**src/rtl/serial_adder.sv**
```systemverilog
// Bit-serial unsigned adder: one full-adder cell with a registered carry, LSB first.
// Captures a/b on start, reports sum/cout with a one-cycle done pulse after WIDTH bit cycles.
//
// state | meaning
// IDLE  | waiting for start; sum/cout hold the last result
// ADD   | one operand bit per clock through the full adder
// DONE  | result valid, done high for this single cycle
module serial_adder #(
    parameter int WIDTH = 8
) (
    input  logic             clk,
    input  logic             rst,
    input  logic             start,
    input  logic [WIDTH-1:0] a,
    input  logic [WIDTH-1:0] b,
    output logic             busy,
    output logic             done,
    output logic [WIDTH-1:0] sum,
    output logic             cout
);

    localparam int CW = $clog2(WIDTH + 1);
    localparam logic [CW-1:0] LAST = CW'(WIDTH - 1);

    typedef enum logic [1:0] {IDLE, ADD, DONE} state_t;

    state_t           state;
    logic [WIDTH-1:0] a_sr;
    logic [WIDTH-1:0] b_sr;
    logic [WIDTH-1:0] sum_sr;
    logic [WIDTH-1:0] sum_nxt;
    logic             c;
    logic             s;
    logic             c_nxt;
    logic [CW-1:0]    cnt;

    // Written as shift-then-insert so WIDTH=1 needs no special slicing.
    always_comb begin
        s                = a_sr[0] ^ b_sr[0] ^ c;
        c_nxt            = (a_sr[0] & b_sr[0]) | (a_sr[0] & c) | (b_sr[0] & c);
        sum_nxt          = sum_sr >> 1;
        sum_nxt[WIDTH-1] = s;
    end

    always_ff @(posedge clk or posedge rst) begin
        if (rst) begin
            state  <= IDLE;
            busy   <= 1'b0;
            done   <= 1'b0;
            a_sr   <= '0;
            b_sr   <= '0;
            sum_sr <= '0;
            c      <= 1'b0;
            cnt    <= '0;
        end else begin
            case (state)
                IDLE: begin
                    if (start) begin
                        a_sr  <= a;
                        b_sr  <= b;
                        c     <= 1'b0;
                        cnt   <= '0;
                        state <= ADD;
                        busy  <= 1'b1;
                    end
                end
                ADD: begin
                    sum_sr <= sum_nxt;
                    c      <= c_nxt;
                    a_sr   <= a_sr >> 1;
                    b_sr   <= b_sr >> 1;
                    cnt    <= cnt + 1'b1;
                    if (cnt == LAST) begin
                        state <= DONE;
                        done  <= 1'b1;
                    end
                end
                DONE: begin
                    state <= IDLE;
                    done  <= 1'b0;
                    busy  <= 1'b0;
                end
                default: begin
                    state <= IDLE;
                    done  <= 1'b0;
                    busy  <= 1'b0;
                end
            endcase
        end
    end

    assign sum  = sum_sr;
    assign cout = c;

endmodule
```
**config.mk**
```make
export PLATFORM = sky130hd
export DESIGN_NAME = serial_adder
export DESIGN_NICKNAME = d
export VERILOG_FILES = /design/src/rtl/serial_adder.sv
export SDC_FILE = /design/constraint.sdc
export NUM_CORES = 1
export LEC_CHECK = 0
export BUFFER_PORTS_ARGS = -buffer_cell sky130_fd_sc_hd__buf_2
export CAP_MARGIN = 20
export CORE_MARGIN = 2
export CORE_UTILIZATION = 57
export DETAILED_ROUTE_END_ITERATION = 10
export PLACE_DENSITY_LB_ADDON = 0.08
export SYNTH_ARGS = -nofsm -noshare
export SYNTH_HDL_FRONTEND = slang
export SYNTH_SLANG_ARGS = --single-unit
export TNS_END_PERCENT = 5
```
**constraint.sdc**
```tcl
create_clock -name clk -period 3.3 [get_ports clk]
set_input_delay 0.495 -clock clk [delete_from_list [all_inputs] [get_ports clk]]
set_output_delay 0.495 -clock clk [all_outputs]
set_load 0.005 [all_outputs]
```
* After elaboration in Yosys (flattened, before gate mapping)
Index checks and enable logic that the tools add are counted.
** Word-level totals
- Output and inout bits :: 11
- Register bits after elaboration :: 33
** Operators by class
- Reductions and logical operators :: 6
- Add/subtract/negate cells :: 1
- Bitwise operators :: 9
- Equal/unequal tests :: 4
- Mux-type cells :: 15
** Operators by type and width (number)
- one-hot mux 8 bit (2 select lines) :: 2
- 2-to-1 mux 8 bit :: 2
- one-hot mux 4 bit (2 select lines) :: 1
- AND reduction 2 bit :: 4
- one-hot mux 1 bit (2 select lines) :: 3
- adder 4 x 1 -> 4 bit (second input constant) :: 1
- equality test 4 x 3 -> 1 bit (second input constant) :: 1
- 2-to-1 mux 2 bit :: 2
- 2-to-1 mux 4 bit :: 1
- != test 2 bit (second input constant) :: 2
- one-hot mux 2 bit (2 select lines) :: 1
- AND 1 bit :: 3
- 2-to-1 mux 1 bit :: 3
- equality test 2 x 1 -> 1 bit (second input constant) :: 1
- zero test 2 bit :: 1
- NOT 1 bit :: 2
- bitwise OR 1 bit :: 2
- nonzero test 2 bit :: 1
- XOR 1 bit :: 2

* Longest topological paths before layout
- Word-level depth :: 4
- Gate-level depth with buffers :: 5
- Gate-level depth less buffers :: 4

* Worst setup path before layout
Ideal clock, no wire load.
- Kind :: reg2reg
- Start :: register state[0]
- End :: register b_sr[0]
- Stages on the path, launching flop included :: 6
- Setup slack :: 2.124 ns
- Required time :: 3.164 ns
- Clock period less this slack :: 1.176 ns
- Setup time :: 0.136 ns
- Data arrival time :: 1.040 ns
- Path through :: dfrtp_1 > buf_4 > buf_6 > buf_4 > a22oi_1 > o22ai_1
** On the way
- Cells in the longest elaborated chain, start to end :: 3
** RTL lines
- from (decl) :: line 27 : state_t state;
- from (signal assigned) :: line 47 : state <= IDLE;
- from (signal assigned) :: line 63 : state <= ADD;
- from (signal assigned) :: line 74 : state <= DONE;
- equality test 2 x 1 -> 1 bit / zero test 2 bit (equally long branches) :: line 56 : case (state)
- nonzero test 2 bit (no source line) / != test 2 bit (equally long branches)
- AND reduction 2 bit (no source line)
- to (signal assigned) :: line 71 : b_sr <= b_sr >> 1;
- to (decl) :: line 29 : logic [WIDTH-1:0] b_sr;
Parallel ways exist; a longest one is shown, timed or not.
A chain may end at the register's enable or synchronous reset.

* Worst setup path in the final report
- Start :: register state[0]
- End :: register cnt[3]
** On the way
- Cells in the longest elaborated chain, start to end :: 3
** RTL lines
- equality test 2 x 1 -> 1 bit / zero test 2 bit (equally long branches) :: line 56
- nonzero test 2 bit (no source line) / != test 2 bit (equally long branches)
- AND reduction 2 bit (no source line)
- to (signal assigned) :: line 72 : cnt <= cnt + 1'b1;
- to (decl) :: line 35 : logic [CW-1:0] cnt;
Parallel ways exist; a longest one is shown, timed or not.

==> flow_summary_export.csv <==
group,metric,value,unit
critical_path,critPathMaxFanout,28,
route,dr.pass1.iters,5,
route,drt_first_iter_violations,40,
route,drc,0,
place,placement.io_buffers,29,
clocking,cts.root.buffer_cell,"clkbuf_4",
sta,actual_slew_at_the_worst_max_slew_pin,0.876,ns
route,post_drt_wl_per_cell,13.4,um
sta,grt_setup_unrepaired,"no",
yosys,netlist-cell-type-count,28,
critical_path,worst_setup_path_end_kind,"flip-flop",
critical_path,worstReg2RegEnd,"cnt[3]",
yosys,synth_enable_flop_cells,0,
layout,post_route_cells_drive_above_1_share,27.7,%
place,place.detailed.hpwl,1770,um
die,core_region_area,0.00248,sq mm
yosys,share_of_synthesized_area_occupied_by_flip_flops_and_latches,55.1,%
route,vias,1107,
sta,fin_crit,1.74,ns
sta,setup_viol,0,
critical_path,cp_slowest_cell,"dfrtp_1",
clocking,clkSlewWorstSetupHoldPaths,0.10,ns
clocking,total_of_cells_resized_after_clock_tree_synthesis,0,
clocking,tritoncts.num_buffers,5,
route,viasPerCell,5.45,
sta,finalMaxSlewViolations,0,
yosys,top_cell_type_by_total_area_after_synthesis,"dfrtp_1",
route,route.antenna.remaining_nets,0,
yosys,netlist_area,0.00150,sq mm
place,gp_congestion,0.776,
critical_path,delay_of_the_slowest_critical_path_stage,0.92,ns
yosys,postSynthCellCount,145,
critical_path,timing.reg2reg.setup_slack,1.56,ns
die,fp.dieH,55.3,um
yosys,synth_most_common_cell,"nand2_1",
die,core.rowCount,18,
die,initial_core_util,60.5,%
critical_path,crit_arrival,1.98,ns
yosys,netlist_top_cells_count,"nand2_1, dfrtp_1, o21ai_0",
critical_path,ff2ff_path_depth,3,
yosys,synthesis.area_per_instance,10.3,sq um
power_and_ir_drop,p_leak,0.844,nW
sta,clock-skew-final,0.0107,ns
layout,area_delta_synth_final,11.8,%
sta,hold_viol,0,
critical_path,critPathLaunchType,"flip-flop",
die,ioPinCount,30,
die,dieWidth,55.3,um
sta,max_freq,576,MHz
hold_path,min_path_type,"in -> async",
clocking,cts_tree,"built",
yosys,synth_fp_nets,166,
yosys,yosysWarningCount,0,
grt,grt_pass1_vias,1049,
clocking,hold_buffers,0,
clocking,cts.path.max_buffers,2,
critical_path,timing.critical_path.cells,"and2b_1, a41oi_1, a31oi_1",
clocking,clock_network_latency_to_the_later_pin_of_the_worst_skew_pair,0.33,ns
sta,setup-tns-final,0,ns
layout,layout.nets,194,
die,design.die.area,0.00306,sq mm
sta,max-slew-margin-rel,41.6,%
sta,finalCritPeriodShare,52.6,%
route,finalWirelength,2720,um
sta,whs,0.235,ns
yosys,synth_seq_cells,33,
yosys,post_synth_arst_share,100,%
clocking,htreeDepth,2,
clocking,post_cts_buffers,0,
grt,grt.total_usage,19.5,%
grt,overflow,0,
run_status,status,"complete, no violations",
power_and_ir_drop,irDropWorstVdd,0.000614,V
grt,grt_first_pass_wirelength,4660,um
grt,grt_max_degree,34,
critical_path,crit_required,3.55,ns
critical_path,timing.rr.start,"state[0]",
yosys,synth_top_cell_area_share,55.1,%
yosys,synth_flop_cell,"dfrtp_1",
clocking,clock-sinks,33,
grt,antenna_found_initial,0,
power_and_ir_drop,power_density,779,mW/mm^2
yosys,yosys-top-cells-area,"dfrtp_1, nand2_1, and3b_2",
layout,antenna_diode_instance_count,0,
critical_path,timing.setup.critical_path_class,"reg -> reg",
flow_run,cap_violations,0,
layout,fillCellCount,209,
## metal layers
layer / wire [um] / share of wire (%) / track usage (%)
met4: 54 / 2.0 / 9.41
met5: 0 / 0 / 0
met3: 180 / 6.6 / 5.39
met2: 1230 / 45 / 28.2
met1: 1260 / 46 / 27.2
## how the worst max path moves through the flow
stage / start / endpoint / slack, ns
after global routing: state[0] / state[1] / 1.38
after detailed placement: state[0] / state[1] / 1.55
after floorplan: rst / a_sr[0] / 2.09
after CTS: state[0] / state[1] / 1.53
final: state[0] / cnt[3] / 1.56
after global placement: state[0] / cnt[3] / 1.63
## cells in the final DEF, fill, tap and decap left out, drive strengths merged, types with 4 or more instances in the layout
cell     n
clkbuf   7
nand2   37
dfrtp   33
a22o     4
buf     30
a22oi    7
inv      5
a21oi    7
and3b    7
o21ai   14
nor2     5
## area by class of cell
type / count / area (sq um) / area share, %
clock buffer: 7 / 55.1 / 3.29
inverter: 5 / 18.8 / 1.12
multi-input combinational: 98 / 586 / 35.0
sequential: 33 / 826 / 49.3
tap: 30 / 37.5 / 2.24
timing repair buffer: 30 / 153 / 9.11
## report_power, final
part           total (mW)  leakage (nW)  internal, mW  switching, mW
Clock               0.225        0.0314         0.100          0.125
Sequential          0.679         0.425         0.550          0.130
Combinational       0.400         0.388         0.193          0.207
Total                1.30         0.844         0.844          0.461
## cells by family (layout without fill, tap and decap cells)
group / Yosys count / in the layout / synth area share (%)
adder cells (fa/ha/maj): 2 / 2 / 2.17
flip-flops: 33 / 33 / 55.1
buffers and inverters: 14 / 42 / 5.84
AO/OA/AOI/OAI: 38 / 38 / 16.5
AND/OR/NAND/NOR: 57 / 57 / 19.7
multiplexers: 1 / 1 / 0.668
## registers in the layout, summed over array words and instances, names as in the netlist
name / flops
a_sr: 8
b_sr: 8
sum: 8
cnt: 4
state: 2
busy: 1
cout: 1
done: 1
## through the flow
stage	utilization [%]	total power, mW	std cells	setup WS (ns)	area [sq um]
6_report	67.6	1.30	203	1.56	1680
5_1_grt	67.6	1.42	203	1.38	1680
4_1_cts	67.6	1.32	203	1.53	1680
3_5_place_dp	65.4	1.09	196	1.55	1620
3_3_place_gp	65.4	1.07	196	1.63	1620
2_1_floorplan	-	0.981	145	2.09	1500
## worst max-delay path, delay by kind of cell (launching register included)
family / cells / cell delay, ns
compound gates: 2 / 0.32
flops: 1 / 0.92
simple gates: 1 / 0.42
(Power assumes the default switching activity.)
